File: src/rtl/atr_sequencer16_pkg.sv
// Shared definitions for the ATR sequencer: FSM state encodings, register
// word addresses, ATR table index constants and the byte-lane merge helper.
// Package name: atr_seq_pkg (imported by every file of the block).
package atr_seq_pkg;

    localparam int unsigned REG_W = 16;
    localparam int unsigned ADR_W = 6;
    localparam int unsigned SEL_W = 2;
    localparam int unsigned IDX_W = 3;
    localparam int unsigned ATR_W = 4;

    // Per-direction FSM state encodings
    localparam logic [1:0] ST_OFF      = 2'd0;
    localparam logic [1:0] ST_ON_WAIT  = 2'd1;
    localparam logic [1:0] ST_ON       = 2'd2;
    localparam logic [1:0] ST_OFF_WAIT = 2'd3;

    // Register word addresses (adr_i[3:1])
    localparam logic [IDX_W-1:0] REG_TX_ON_DLY  = 3'd0;
    localparam logic [IDX_W-1:0] REG_TX_OFF_DLY = 3'd1;
    localparam logic [IDX_W-1:0] REG_RX_ON_DLY  = 3'd2;
    localparam logic [IDX_W-1:0] REG_RX_OFF_DLY = 3'd3;
    localparam logic [IDX_W-1:0] REG_STATUS     = 3'd4;

    // ATR table index constants; bit 2 marks a pending transition
    localparam logic [ATR_W-1:0] ATR_IDLE        = 4'd0;
    localparam logic [ATR_W-1:0] ATR_TX          = 4'd1;
    localparam logic [ATR_W-1:0] ATR_RX          = 4'd2;
    localparam logic [ATR_W-1:0] ATR_FULL_DUPLEX = 4'd3;
    localparam int unsigned      ATR_PENDING_BIT = 2;

    // Read-only status word layout
    typedef struct packed {
        logic [11:0] rsvd;
        logic        rx_wait;
        logic        tx_wait;
        logic        rx_active;
        logic        tx_active;
    } status_t;

    // Apply a byte-lane-qualified write to a 16-bit register value
    function automatic logic [REG_W-1:0] merge_lanes(
        input logic [REG_W-1:0] cur,
        input logic [REG_W-1:0] wdat,
        input logic [SEL_W-1:0] sel
    );
        logic [REG_W-1:0] res;
        res = cur;
        if (sel[0]) res[7:0]  = wdat[7:0];
        if (sel[1]) res[15:8] = wdat[15:8];
        return res;
    endfunction

endpackage

File: src/rtl/atr_sequencer16_if.sv
// Wishbone slave bus bundle for the ATR sequencer register file.
// Signals: adr_i/sel_i/dat_i/we_i/stb_i/cyc_i (master -> slave),
//          dat_o/ack_o (slave -> master).
interface atr_sequencer16_if;
    import atr_seq_pkg::*;

    logic [ADR_W-1:0] adr_i;
    logic [SEL_W-1:0] sel_i;
    logic [REG_W-1:0] dat_i;
    logic [REG_W-1:0] dat_o;
    logic             we_i;
    logic             stb_i;
    logic             cyc_i;
    logic             ack_o;

    modport slave (
        input  adr_i, sel_i, dat_i, we_i, stb_i, cyc_i,
        output dat_o, ack_o
    );

    modport master (
        output adr_i, sel_i, dat_i, we_i, stb_i, cyc_i,
        input  dat_o, ack_o
    );

endinterface

File: src/rtl/atr_delay_chan.sv
// One direction of the ATR sequencer: OFF/ON_WAIT/ON/OFF_WAIT FSM with a
// CW-bit delay counter and abort on reversal of the run flag.
// Ports: clk, rst (sync, active-high), run, on_dly, off_dly in;
//        active_c, wait_c out -- flags of the NEXT state, registered by the
//        parent so its outputs line up with the state register.
module atr_delay_chan
    import atr_seq_pkg::*;
#(
    parameter int unsigned CW = 16
) (
    input  logic          clk,
    input  logic          rst,
    input  logic          run,
    input  logic [CW-1:0] on_dly,
    input  logic [CW-1:0] off_dly,
    output logic          active_c,
    output logic          wait_c
);

    logic [1:0]    state;
    logic [1:0]    state_nxt;
    logic [CW-1:0] cnt;
    logic [CW-1:0] cnt_nxt;

    // State and counter registers
    always_ff @(posedge clk) begin
        if (rst) begin
            state <= ST_OFF;
            cnt   <= '0;
        end else begin
            state <= state_nxt;
            cnt   <= cnt_nxt;
        end
    end

    // Next state; delay inputs are only sampled on entry to a wait state
    always_comb begin
        state_nxt = state;
        cnt_nxt   = cnt;
        case (state)
            ST_OFF: begin
                if (run) begin
                    if (on_dly == '0) begin
                        state_nxt = ST_ON;
                    end else begin
                        state_nxt = ST_ON_WAIT;
                        cnt_nxt   = on_dly - CW'(1);
                    end
                end
            end
            ST_ON_WAIT: begin
                if (!run) begin
                    state_nxt = ST_OFF;
                end else if (cnt == '0) begin
                    state_nxt = ST_ON;
                end else begin
                    cnt_nxt = cnt - CW'(1);
                end
            end
            ST_ON: begin
                if (!run) begin
                    if (off_dly == '0) begin
                        state_nxt = ST_OFF;
                    end else begin
                        state_nxt = ST_OFF_WAIT;
                        cnt_nxt   = off_dly - CW'(1);
                    end
                end
            end
            ST_OFF_WAIT: begin
                if (run) begin
                    state_nxt = ST_ON;
                end else if (cnt == '0) begin
                    state_nxt = ST_OFF;
                end else begin
                    cnt_nxt = cnt - CW'(1);
                end
            end
            default: begin
                state_nxt = ST_OFF;
                cnt_nxt   = '0;
            end
        endcase
    end

    assign active_c = (state_nxt == ST_ON)      || (state_nxt == ST_OFF_WAIT);
    assign wait_c   = (state_nxt == ST_ON_WAIT) || (state_nxt == ST_OFF_WAIT);

endmodule

File: src/rtl/atr_sequencer16.sv
// Programmable-delay ATR sequencer: turns raw run_tx/run_rx strobes into the
// 4-bit ATR table index with independent on/off delays per direction.
// Ports: clk_i, rst_i (sync, active-high); wb (Wishbone slave, delay regs);
//        run_rx, run_tx in; atr_state, tx_active, rx_active out (registered).
// Build option: ATR_SEQ_READBACK_EN enables register/STATUS readback on dat_o;
//        without it dat_o is tied to 0 and the delay registers are write-only.
module atr_sequencer16
    import atr_seq_pkg::*;
#(
    parameter int unsigned CW = 16
) (
    input  logic             clk_i,
    input  logic             rst_i,
    atr_sequencer16_if.slave wb,
    input  logic             run_rx,
    input  logic             run_tx,
    output logic [ATR_W-1:0] atr_state,
    output logic             tx_active,
    output logic             rx_active
);

    logic [REG_W-1:0] tx_on_dly;
    logic [REG_W-1:0] tx_off_dly;
    logic [REG_W-1:0] rx_on_dly;
    logic [REG_W-1:0] rx_off_dly;
    logic             ack_q;
    logic             strobe_c;
    logic             wr_c;
    logic [IDX_W-1:0] reg_idx_c;
    logic             tx_active_c;
    logic             tx_wait_c;
    logic             rx_active_c;
    logic             rx_wait_c;
    logic [ATR_W-1:0] atr_nxt_c;
    logic             unused_adr;

    // A new strobe is accepted only when no ack is outstanding
    assign strobe_c  = wb.stb_i & wb.cyc_i & ~ack_q;
    assign wr_c      = strobe_c & wb.we_i;
    assign reg_idx_c = wb.adr_i[3:1];
    assign unused_adr = &{1'b0, wb.adr_i[5:4], wb.adr_i[0]};

    // Ack generation and delay register file
    always_ff @(posedge clk_i) begin
        if (rst_i) begin
            ack_q      <= 1'b0;
            tx_on_dly  <= '0;
            tx_off_dly <= '0;
            rx_on_dly  <= '0;
            rx_off_dly <= '0;
        end else begin
            ack_q <= strobe_c;
            if (wr_c) begin
                case (reg_idx_c)
                    REG_TX_ON_DLY:  tx_on_dly  <= merge_lanes(tx_on_dly,  wb.dat_i, wb.sel_i);
                    REG_TX_OFF_DLY: tx_off_dly <= merge_lanes(tx_off_dly, wb.dat_i, wb.sel_i);
                    REG_RX_ON_DLY:  rx_on_dly  <= merge_lanes(rx_on_dly,  wb.dat_i, wb.sel_i);
                    REG_RX_OFF_DLY: rx_off_dly <= merge_lanes(rx_off_dly, wb.dat_i, wb.sel_i);
                    default: ;
                endcase
            end
        end
    end

    assign wb.ack_o = ack_q;

    atr_delay_chan #(.CW(CW)) u_tx_chan (
        .clk      (clk_i),
        .rst      (rst_i),
        .run      (run_tx),
        .on_dly   (CW'(tx_on_dly)),
        .off_dly  (CW'(tx_off_dly)),
        .active_c (tx_active_c),
        .wait_c   (tx_wait_c)
    );

    atr_delay_chan #(.CW(CW)) u_rx_chan (
        .clk      (clk_i),
        .rst      (rst_i),
        .run      (run_rx),
        .on_dly   (CW'(rx_on_dly)),
        .off_dly  (CW'(rx_off_dly)),
        .active_c (rx_active_c),
        .wait_c   (rx_wait_c)
    );

    // ATR index from the channels' next-state flags so it tracks the FSMs
    always_comb begin
        atr_nxt_c = ATR_IDLE;
        if (tx_active_c) atr_nxt_c = atr_nxt_c | ATR_TX;
        if (rx_active_c) atr_nxt_c = atr_nxt_c | ATR_RX;
        atr_nxt_c[ATR_PENDING_BIT] = tx_wait_c | rx_wait_c;
    end

    // Output registers
    always_ff @(posedge clk_i) begin
        if (rst_i) begin
            atr_state <= ATR_IDLE;
            tx_active <= 1'b0;
            rx_active <= 1'b0;
        end else begin
            atr_state <= atr_nxt_c;
            tx_active <= tx_active_c;
            rx_active <= rx_active_c;
        end
    end

`ifdef ATR_SEQ_READBACK_EN
    logic             tx_wait;
    logic             rx_wait;
    logic [REG_W-1:0] dat_q;
    logic [REG_W-1:0] rd_data_c;
    status_t          status_c;

    always_comb begin
        status_c           = '0;
        status_c.rx_wait   = rx_wait;
        status_c.tx_wait   = tx_wait;
        status_c.rx_active = rx_active;
        status_c.tx_active = tx_active;
    end

    // Read mux; unmapped words read as zero
    always_comb begin
        rd_data_c = '0;
        case (reg_idx_c)
            REG_TX_ON_DLY:  rd_data_c = tx_on_dly;
            REG_TX_OFF_DLY: rd_data_c = tx_off_dly;
            REG_RX_ON_DLY:  rd_data_c = rx_on_dly;
            REG_RX_OFF_DLY: rd_data_c = rx_off_dly;
            REG_STATUS:     rd_data_c = status_c;
            default:        rd_data_c = '0;
        endcase
    end

    // Wait flags for STATUS and read data captured on the strobe edge
    always_ff @(posedge clk_i) begin
        if (rst_i) begin
            tx_wait <= 1'b0;
            rx_wait <= 1'b0;
            dat_q   <= '0;
        end else begin
            tx_wait <= tx_wait_c;
            rx_wait <= rx_wait_c;
            if (strobe_c) dat_q <= rd_data_c;
        end
    end

    assign wb.dat_o = dat_q;
`else
    assign wb.dat_o = '0;
`endif

endmodule

File: src/flat_wrapper.sv
// flat-port wrapper written by rule: the top's interface ports become plain ports
module atr_sequencer16_flat import atr_seq_pkg::*;
#(
    parameter int unsigned CW = 16
)
  (clk_i, rst_i, run_rx, run_tx, atr_state, tx_active, rx_active, wb_adr_i, wb_sel_i, wb_dat_i, wb_we_i, wb_stb_i, wb_cyc_i, wb_dat_o, wb_ack_o);
  atr_sequencer16_if wb_i ();
  input  logic clk_i;
  input  logic rst_i;
  input  logic run_rx;
  input  logic run_tx;
  output logic [ATR_W-1:0] atr_state;
  output logic tx_active;
  output logic rx_active;
  input wire logic [$bits(wb_i.adr_i)-1:0] wb_adr_i;
  input wire logic [$bits(wb_i.sel_i)-1:0] wb_sel_i;
  input wire logic [$bits(wb_i.dat_i)-1:0] wb_dat_i;
  input wire logic [$bits(wb_i.we_i)-1:0] wb_we_i;
  input wire logic [$bits(wb_i.stb_i)-1:0] wb_stb_i;
  input wire logic [$bits(wb_i.cyc_i)-1:0] wb_cyc_i;
  output wire logic [$bits(wb_i.dat_o)-1:0] wb_dat_o;
  output wire logic [$bits(wb_i.ack_o)-1:0] wb_ack_o;
  assign wb_i.adr_i = wb_adr_i;
  assign wb_i.sel_i = wb_sel_i;
  assign wb_i.dat_i = wb_dat_i;
  assign wb_i.we_i = wb_we_i;
  assign wb_i.stb_i = wb_stb_i;
  assign wb_i.cyc_i = wb_cyc_i;
  assign wb_dat_o = wb_i.dat_o;
  assign wb_ack_o = wb_i.ack_o;
  atr_sequencer16 #(.CW(CW)) u_core (.clk_i(clk_i), .rst_i(rst_i), .wb(wb_i), .run_rx(run_rx), .run_tx(run_tx), .atr_state(atr_state), .tx_active(tx_active), .rx_active(rx_active));
endmodule
File: config.mk
export PLATFORM = sky130hd
export DESIGN_NAME = atr_sequencer16_flat
export DESIGN_NICKNAME = d
export VERILOG_FILES = /design/src/rtl/atr_sequencer16_pkg.sv /design/src/rtl/atr_sequencer16_if.sv /design/src/rtl/atr_delay_chan.sv /design/src/rtl/atr_sequencer16.sv /design/src/flat_wrapper.sv
export SDC_FILE = /design/constraint.sdc
export NUM_CORES = 1
export LEC_CHECK = 0
export CORE_MARGIN = 5
export CORE_UTILIZATION = 40
export DETAILED_ROUTE_END_ITERATION = 10
export GPL_TIMING_DRIVEN = 1
export HOLD_SLACK_MARGIN = 0.12
export PLACE_DENSITY = 0.61
export SLEW_MARGIN = 40
export SYNTH_ARGS = -nofsm -noshare
export SYNTH_HDL_FRONTEND = slang
export SYNTH_SLANG_ARGS = --single-unit
File: constraint.sdc
create_clock -name clk_i -period 3.1 [get_ports clk_i]
set_clock_uncertainty 0.15 [all_clocks]
set_input_delay 0.62 -clock clk_i [delete_from_list [all_inputs] [get_ports clk_i]]
set_output_delay 0.62 -clock clk_i [all_outputs]
set_load 0.01 [all_outputs]
==> results of run 1 <==
-- cell usage in the layout (no fill, tap or decap), types with 3 or more instances in the layout --
cell type / synthesis / final
nor3_1: 13 / 13
buf_4: 19 / 23
nor4_1: 30 / 30
a2111oi_0: 4 / 4
a211oi_1: 22 / 22
mux2i_1: 72 / 72
xor2_1: 5 / 5
o311ai_0: 4 / 4
o21ai_0: 16 / 16
conb_1: 1 / 17
nand4_1: 6 / 6
nor2_1: 81 / 81
dfxtp_1: 104 / 104
o21a_1: 5 / 5
a311oi_1: 6 / 6
nand2b_1: 3 / 3
mux2_1: 3 / 3
o31ai_1: 3 / 3
nand2_1: 80 / 80
a41oi_1: 3 / 3
or3_1: 3 / 3
mux2_2: 14 / 14
or2_2: 3 / 3
inv_1: 4 / 4
xnor2_1: 13 / 13
clkbuf_16: 0 / 9
clkdlybuf4s50_1: 0 / 32
and3_1: 8 / 8
a31oi_1: 6 / 6
a21oi_1: 27 / 27
nand3_1: 10 / 10
-- cell type report --
type	instances	area (sq um)	share of cell area, %
multi-input combinational	486	3082	49.56
sequential	104	2082	33.48
timing repair buffer	57	518.0	8.330
clock buffer	10	239.0	3.843
tap	176	220.2	3.541
clock inverter	4	55.05	0.8853
inverter	6	22.52	0.3622
-- flip-flops by register name, indices dropped and copies added (netlist names) --
signal                  cells
u_core.rx_off_dly          16
u_core.tx_on_dly           16
u_core.rx_on_dly           16
u_core.u_tx_chan.state      2
u_core.wb.ack_o             1
u_core.u_tx_chan.cnt       16
u_core.atr_state            3
u_core.u_rx_chan.cnt       16
u_core.tx_off_dly          16
u_core.u_rx_chan.state      2
-- how the worst max path moves through the flow --
stage,startpoint,endpoint,slack (ns),depth (start not counted)
2_1_floorplan,u_core.u_rx_chan.state[1]$_SDFF_PP0_,u_core.u_rx_chan.cnt[14]$_SDFFE_PP0P_,0.67,8
3_3_place_gp,u_core.u_tx_chan.state[1]$_SDFF_PP0_,u_core.u_tx_chan.cnt[13]$_SDFFE_PP0P_,0.32,7
3_5_place_dp,u_core.u_tx_chan.state[1]$_SDFF_PP0_,u_core.u_tx_chan.cnt[13]$_SDFFE_PP0P_,0.19,7
4_1_cts,u_core.u_tx_chan.state[1]$_SDFF_PP0_,u_core.u_tx_chan.cnt[13]$_SDFFE_PP0P_,0.18,7
5_1_grt,u_core.u_tx_chan.state[1]$_SDFF_PP0_,u_core.u_tx_chan.cnt[13]$_SDFFE_PP0P_,0.04,7
6_report,u_core.u_tx_chan.state[1]$_SDFF_PP0_,u_core.u_tx_chan.cnt[13]$_SDFFE_PP0P_,0.17,7
-- per-stage QoR --
step | worst slack (ns) | util, % | hold slack, ns | total power, mW
after detailed placement | 0.1910 | 44.56 | 0.2851 | 1.736
after global routing | 0.04392 | 46.77 | 0.3254 | 2.957
after global placement | 0.3223 | 44.56 | 0.2724 | 1.728
after CTS | 0.1804 | 46.77 | 0.2945 | 2.876
after floorplan | 0.6669 | - | 0.2906 | 1.638
final | 0.1738 | 46.77 | 0.2869 | 2.847
-- power breakdown --
group / switching, mW / total [mW] / internal [mW] / leakage, nW
Sequential: 0.0336 / 1.40 / 1.37 / 0.840
Combinational: 0.169 / 0.306 / 0.137 / 1.76
Clock: 0.497 / 1.14 / 0.644 / 0.141
Total: 0.699 / 2.85 / 2.15 / 2.75
-- per-layer routing --
layer / vias up / global-route usage [%] / routed length (um)
li1: 2305 / - / -
met1: 2194 / 19.95 / 6017
met2: 73 / 30.45 / 6834
met3: 19 / 3.069 / 374
met4: 0 / 5.489 / 293
met5: - / 0 / 0
-- cells by family after synthesis --
family | Yosys count | synth area share (%)
simple gates | 253 | 21.80
xor+xnor | 18 | 2.907
fa+ha+maj | 2 | 0.4613
flops | 104 | 38.39
other cells | 1 | 0.06914
buf+inv | 59 | 6.021
mux | 92 | 17.60
compound gates | 104 | 12.76
-- worst max-delay path, stage by stage (launching register included) --
cell	delay, ns
dfxtp_1	0.53
buf_4	0.21
mux2_2	0.34
mux2i_2	0.30
nand3_2	0.19
or3_1	0.39
or3_1	0.41
a311oi_1	0.31
==> impl_metrics.ini, run 1 <==
[outcome]
run_status = finished, final reports clean

[min_path]
holdCritStartpoint = u_core.wb.ack_o$_SDFF_PP0_
worstHoldEndpoint = u_core.wb.ack_o$_SDFF_PP0_
worst_hold_path_type = reg -> reg
whs_path_depth = 1

[cts]
htree_levels = 3
cts-buffers-inserted = 9
cts_num_sinks = 104
clock_tree.root_cell = clkbuf_16
cts.repair_timing.setup_buffer_count = 0
post_cts.resized_instances = 0
tritoncts_clock_tree = yes
cts.clk_slew.worst_paths_ns = 0.07
clk-insertion-delay-late_ns = 0.35
cts.path.max_buffers = 2
postCtsHoldBufs = 0

[synthesis]
postSynthRegisterBits = 104
netlist.top_cell.by_area = dfxtp_1
synthesis.yosys.warnings = 0
postSynth.asyncResetShare_pct = 0
synthDominantCellAreaShare_pct = 38.39
synth_enable_flop_cells = 0
ys_top_cells_by_area = dfxtp_1 (38%), mux2i_1 (13%), nor2_1 (5.6%), nand2_1 (5.5%), nor4_1 (3.5%)
synthCells = 633
postSynthAreaPerCell_sq_um = 8.569
yosysMostFrequentCell = dfxtp_1
sequential_to_total_area_share_from_yosys_stat_pct = 38.39
syn_area_sq_um = 5424
netlist_top_cells_count = dfxtp_1 (104), nor2_1 (81), nand2_1 (80)
synth_cell_type_count = 57
yosys_most_used_dff = dfxtp_1

[floorplan]
effective_utilization_at_floorplan_pct = 40.80
design.die.area_sq_um = 15990
placementRows = 42
chipWidth_um = 126.4
pin_count = 54
floorplan.core_area_sq_um = 13300
fp.dieH_um = 126.4

[detailed_routing]
drt_first_pass_iters = 4
vias = 4591
post_drt_wl_per_cell_um = 16.04
routed_wl_mm = 13.52
viasPerCell = 5.446
drt-initial-drc-count = 279
drtAntennaViolNets = 0
detail_route.drc_violations = 0

[grt]
antenna_found_initial = 0
grt_remaining_overflow = 0
groute.usage.overall_pct = 16.79
pin_count_of_the_biggest_net_entering_global_routing = 64
grt_pass1_vias = 4419
grt_first_pass_wirelength_mm = 22.00

[power_and_ir_drop]
irDropWorstVdd_mv = 0.2944
power_density_nw_per_um2 = 457.8
power.leakage_nw = 2.745

[flow_run]
drv_cap = 0

[final_layout]
insertedDiodeCount = 0
synthToLayoutAreaGrowth_pct = 14.65
nNetsFinal = 697
post_route_cells_drive_above_1_share_pct = 9.895
final-instance-count-excl-fill = 843
post-route-cell-area_sq_um = 6218
number_of_fillers_in_the_final_layout = 1249

[place]
detailed_place_hpwl_mm = 10.06
global_placement_routability_congestion = 0.9020
placedCellCount = 829
post_dp_cell_area_sq_um = 5924
numPortBuffers = 33

[critical_path]
worstSetupStartpointType = register
crit_fanout = 9
critical_path_at_ns = 3.02
ff2ff_path_depth = 7
endpoint_kind = register
timing.setup.critical_path_class = reg -> reg
crit-reg2reg-capture = u_core.u_tx_chan.cnt[13]$_SDFFE_PP0P_
reg2reg_from = u_core.u_tx_chan.state[1]$_SDFF_PP0_
r2r_setup_slack_ns = 0.17
cp.required_ns = 3.19

[sta]
max_clock_freq_mhz = 341.7
period_minus_slack_ns = 2.926
timing_hold_violations_final = 0
tightest_slew_ns = 0.6649
worst_slew_margin_rel_pct = 55.68
slew_viol_final = 0
final.period_utilization_pct = 94.39
grt_setup_unrepaired = no
finalSetupTns_ns = 0
number_of_failing_setup_endpoints_in_the_final_timing_report = 0
Power figures use the tool's default switching activity.
==> inputs of run 2 (changes only) <==
--- a/config.mk
+++ b/config.mk
@@ -6,12 +6,13 @@
 export NUM_CORES = 1
 export LEC_CHECK = 0
 export CORE_MARGIN = 5
-export CORE_UTILIZATION = 40
+export CORE_UTILIZATION = 45
 export DETAILED_ROUTE_END_ITERATION = 10
 export GPL_TIMING_DRIVEN = 1
 export HOLD_SLACK_MARGIN = 0.12
-export PLACE_DENSITY = 0.61
+export PLACE_DENSITY = 0.67
 export SLEW_MARGIN = 40
 export SYNTH_ARGS = -nofsm -noshare
 export SYNTH_HDL_FRONTEND = slang
+export SYNTH_HIERARCHICAL = 1
 export SYNTH_SLANG_ARGS = --single-unit
==> impl_metrics.ini, run 2 <==
[cts]
tritoncts_clock_tree = yes
postCtsHoldBufs = 0
cts.path.max_buffers = 2
cts.repair_timing.setup_buffer_count = 0
cts-buffers-inserted = 9
cts.clk_slew.worst_paths_ns = 0.07
cts_num_sinks = 104
clock_tree.root_cell = clkbuf_16
htree_levels = 3
clk-insertion-delay-late_ns = 0.35

[synthesis]
yosys_most_used_dff = dfxtp_1
postSynth.asyncResetShare_pct = 0
postSynthRegisterBits = 104
synth_enable_flop_cells = 0
ys_top_cells_by_area = dfxtp_1 (35%), mux2i_1 (15%), nand2b_1 (8.5%), nor2_1 (3.2%), buf_4 (2.7%)
synth_cell_type_count = 72
sequential_to_total_area_share_from_yosys_stat_pct = 35.01
postSynthAreaPerCell_sq_um = 9.717
yosysMostFrequentCell = dfxtp_1
netlist_top_cells_count = dfxtp_1 (104), mux2i_1 (91), nand2b_1 (81)
synthesis.yosys.warnings = 6
netlist.top_cell.by_area = dfxtp_1
synthDominantCellAreaShare_pct = 35.01
synthCells = 612
syn_area_sq_um = 5947

[sta]
max_clock_freq_mhz = 348.2
timing_hold_violations_final = 0
tightest_slew_ns = 0.6346
period_minus_slack_ns = 2.872
grt_setup_unrepaired = no
final.period_utilization_pct = 92.65
worst_slew_margin_rel_pct = 57.64
layout_setup_ws_ns = 0.2278
number_of_failing_setup_endpoints_in_the_final_timing_report = 0
slew_viol_final = 0
finalSetupTns_ns = 0

[detailed_routing]
post_drt_wl_per_cell_um = 16.79
routed_wl_mm = 13.68
drt-initial-drc-count = 274
detail_route.drc_violations = 0
viasPerCell = 5.480
drt_first_pass_iters = 4
vias = 4466
drtAntennaViolNets = 0

[final_layout]
post_route_cells_drive_above_1_share_pct = 14.08
synthToLayoutAreaGrowth_pct = 11.61
nNetsFinal = 667
number_of_fillers_in_the_final_layout = 1203
insertedDiodeCount = 0
final-instance-count-excl-fill = 815
most-common-layout-cells = dfxtp_1 (103), mux2i_1 (91), nand2b_1 (81), nor2_1 (51), clkdlybuf4s50_1 (32)
final_core_util_pct = 50.73
multiInputGateArea_sq_um = 3585
ff_latch_area_sq_um = 2083
final_common_cell = dfxtp_1

[flow_run]
drv_cap = 0

[critical_path]
critical_path_at_ns = 2.99
crit_fanout = 8
worstSetupStartpointType = register
endpoint_kind = register
cp.required_ns = 3.22
timing.setup.critical_path_class = reg -> reg

[power_and_ir_drop]
irDropWorstVdd_mv = 0.2674
total_power_mw = 3.187
power_density_nw_per_um2 = 480.2
power.leakage_nw = 2.745

[grt]
grt_first_pass_wirelength_mm = 22.18
grt_pass1_vias = 4471
antenna_found_initial = 0
grt_remaining_overflow = 0
pin_count_of_the_biggest_net_entering_global_routing = 94
groute.usage.overall_pct = 17.40

[floorplan]
design.die.area_sq_um = 15620
effective_utilization_at_floorplan_pct = 45.45
floorplan.core_area_sq_um = 13090
fp.dieH_um = 125.0
chipWidth_um = 125.0
pin_count = 54
placementRows = 42

[place]
placedCellCount = 799
post-place-ws_ns = 0.09919
global_placement_routability_congestion = 0.9083
numPortBuffers = 33
detailed_place_hpwl_mm = 10.06

[outcome]
run_status = finished, final reports clean

[min_path]
worst_hold_path_type = reg -> reg
==> run 2: layout make-up <==
cell class                      instances  share of cell area, %
Multi-Input combinational cell        468                  54.01
Clock buffer                           11                  3.657
Clock inverter                          5                 0.4901
Inverter                                3                 0.1697
Timing Repair Buffer                   48                  6.975
Tap cell                              176                  3.318
Sequential cell                       104                  31.39
==> run 2: logic make-up (layout without fill, tap and decap cells) <==
kind of cell,after synthesis,in the layout,share of synthesized area [%]
buffers and inverters,56,67,5.870
multiplexers,117,117,21.40
XOR/XNOR,20,20,2.945
AO/OA/AOI/OAI,69,69,8.984
AND/OR/NAND/NOR,243,243,25.31
other,1,17,0.06306
flip-flops,104,104,35.01
adder cells (fa/ha/maj),2,2,0.4207
==> run 2: worst paths after layout <==
kind         slack (ns)                                    end                                 start  depth (start not counted)
max                0.23  u_core/u_tx_chan/cnt[10]$_SDFFE_PP0P_  u_core/u_tx_chan/state[1]$_SDFF_PP0_                          8
min                0.30             u_core/wb.ack_o$_SDFF_PP0_            u_core/wb.ack_o$_SDFF_PP0_                          1
max reg2reg        0.23  u_core/u_tx_chan/cnt[10]$_SDFFE_PP0P_  u_core/u_tx_chan/state[1]$_SDFF_PP0_                          8
min reg2reg        0.30             u_core/wb.ack_o$_SDFF_PP0_            u_core/wb.ack_o$_SDFF_PP0_                          1
==> run 2: timing repair <==
item / CTS / global route
gates resized for setup: 0 / 2
endpoints found under the hold margin: 0 / 0
setup endpoints to repair: 0 / 5
==> run 2: report_power, final <==
part | leakage [nW] | internal [mW] | switching (mW)
Sequential | 0.842 | 1.41 | 0.0800
Combinational | 1.78 | 0.304 | 0.328
Clock | 0.128 | 0.564 | 0.506
==> run 2: through the flow <==
step,cell area (sq um),hold slack [ns]
3_5_place_dp,6352,0.2913
2_1_floorplan,6007,0.3075
3_3_place_gp,6352,0.2714
5_1_grt,6638,0.3198
4_1_cts,6628,0.3012
6_report,6638,0.2979
==> run 2: worst max-delay path: stages (launching register included) <==
cell	delay, ns
dfxtp_1	0.50
mux2_2	0.41
mux2i_4	0.19
ha_1	0.26
o311ai_2	0.21
nor4_4	0.46
nand4_1	0.18
xnor2_1	0.19
a211oi_2	0.25
==> run 2: routing by layer <==
metal  global-route usage, %  up-vias  share of wire (%)
met5                       0        -                  0
met4                   6.441        0                2.3
met3                   4.520       23                3.2
met2                   30.21       77                 52
met1                   20.72     2165                 43
li1                        -     2201                  -
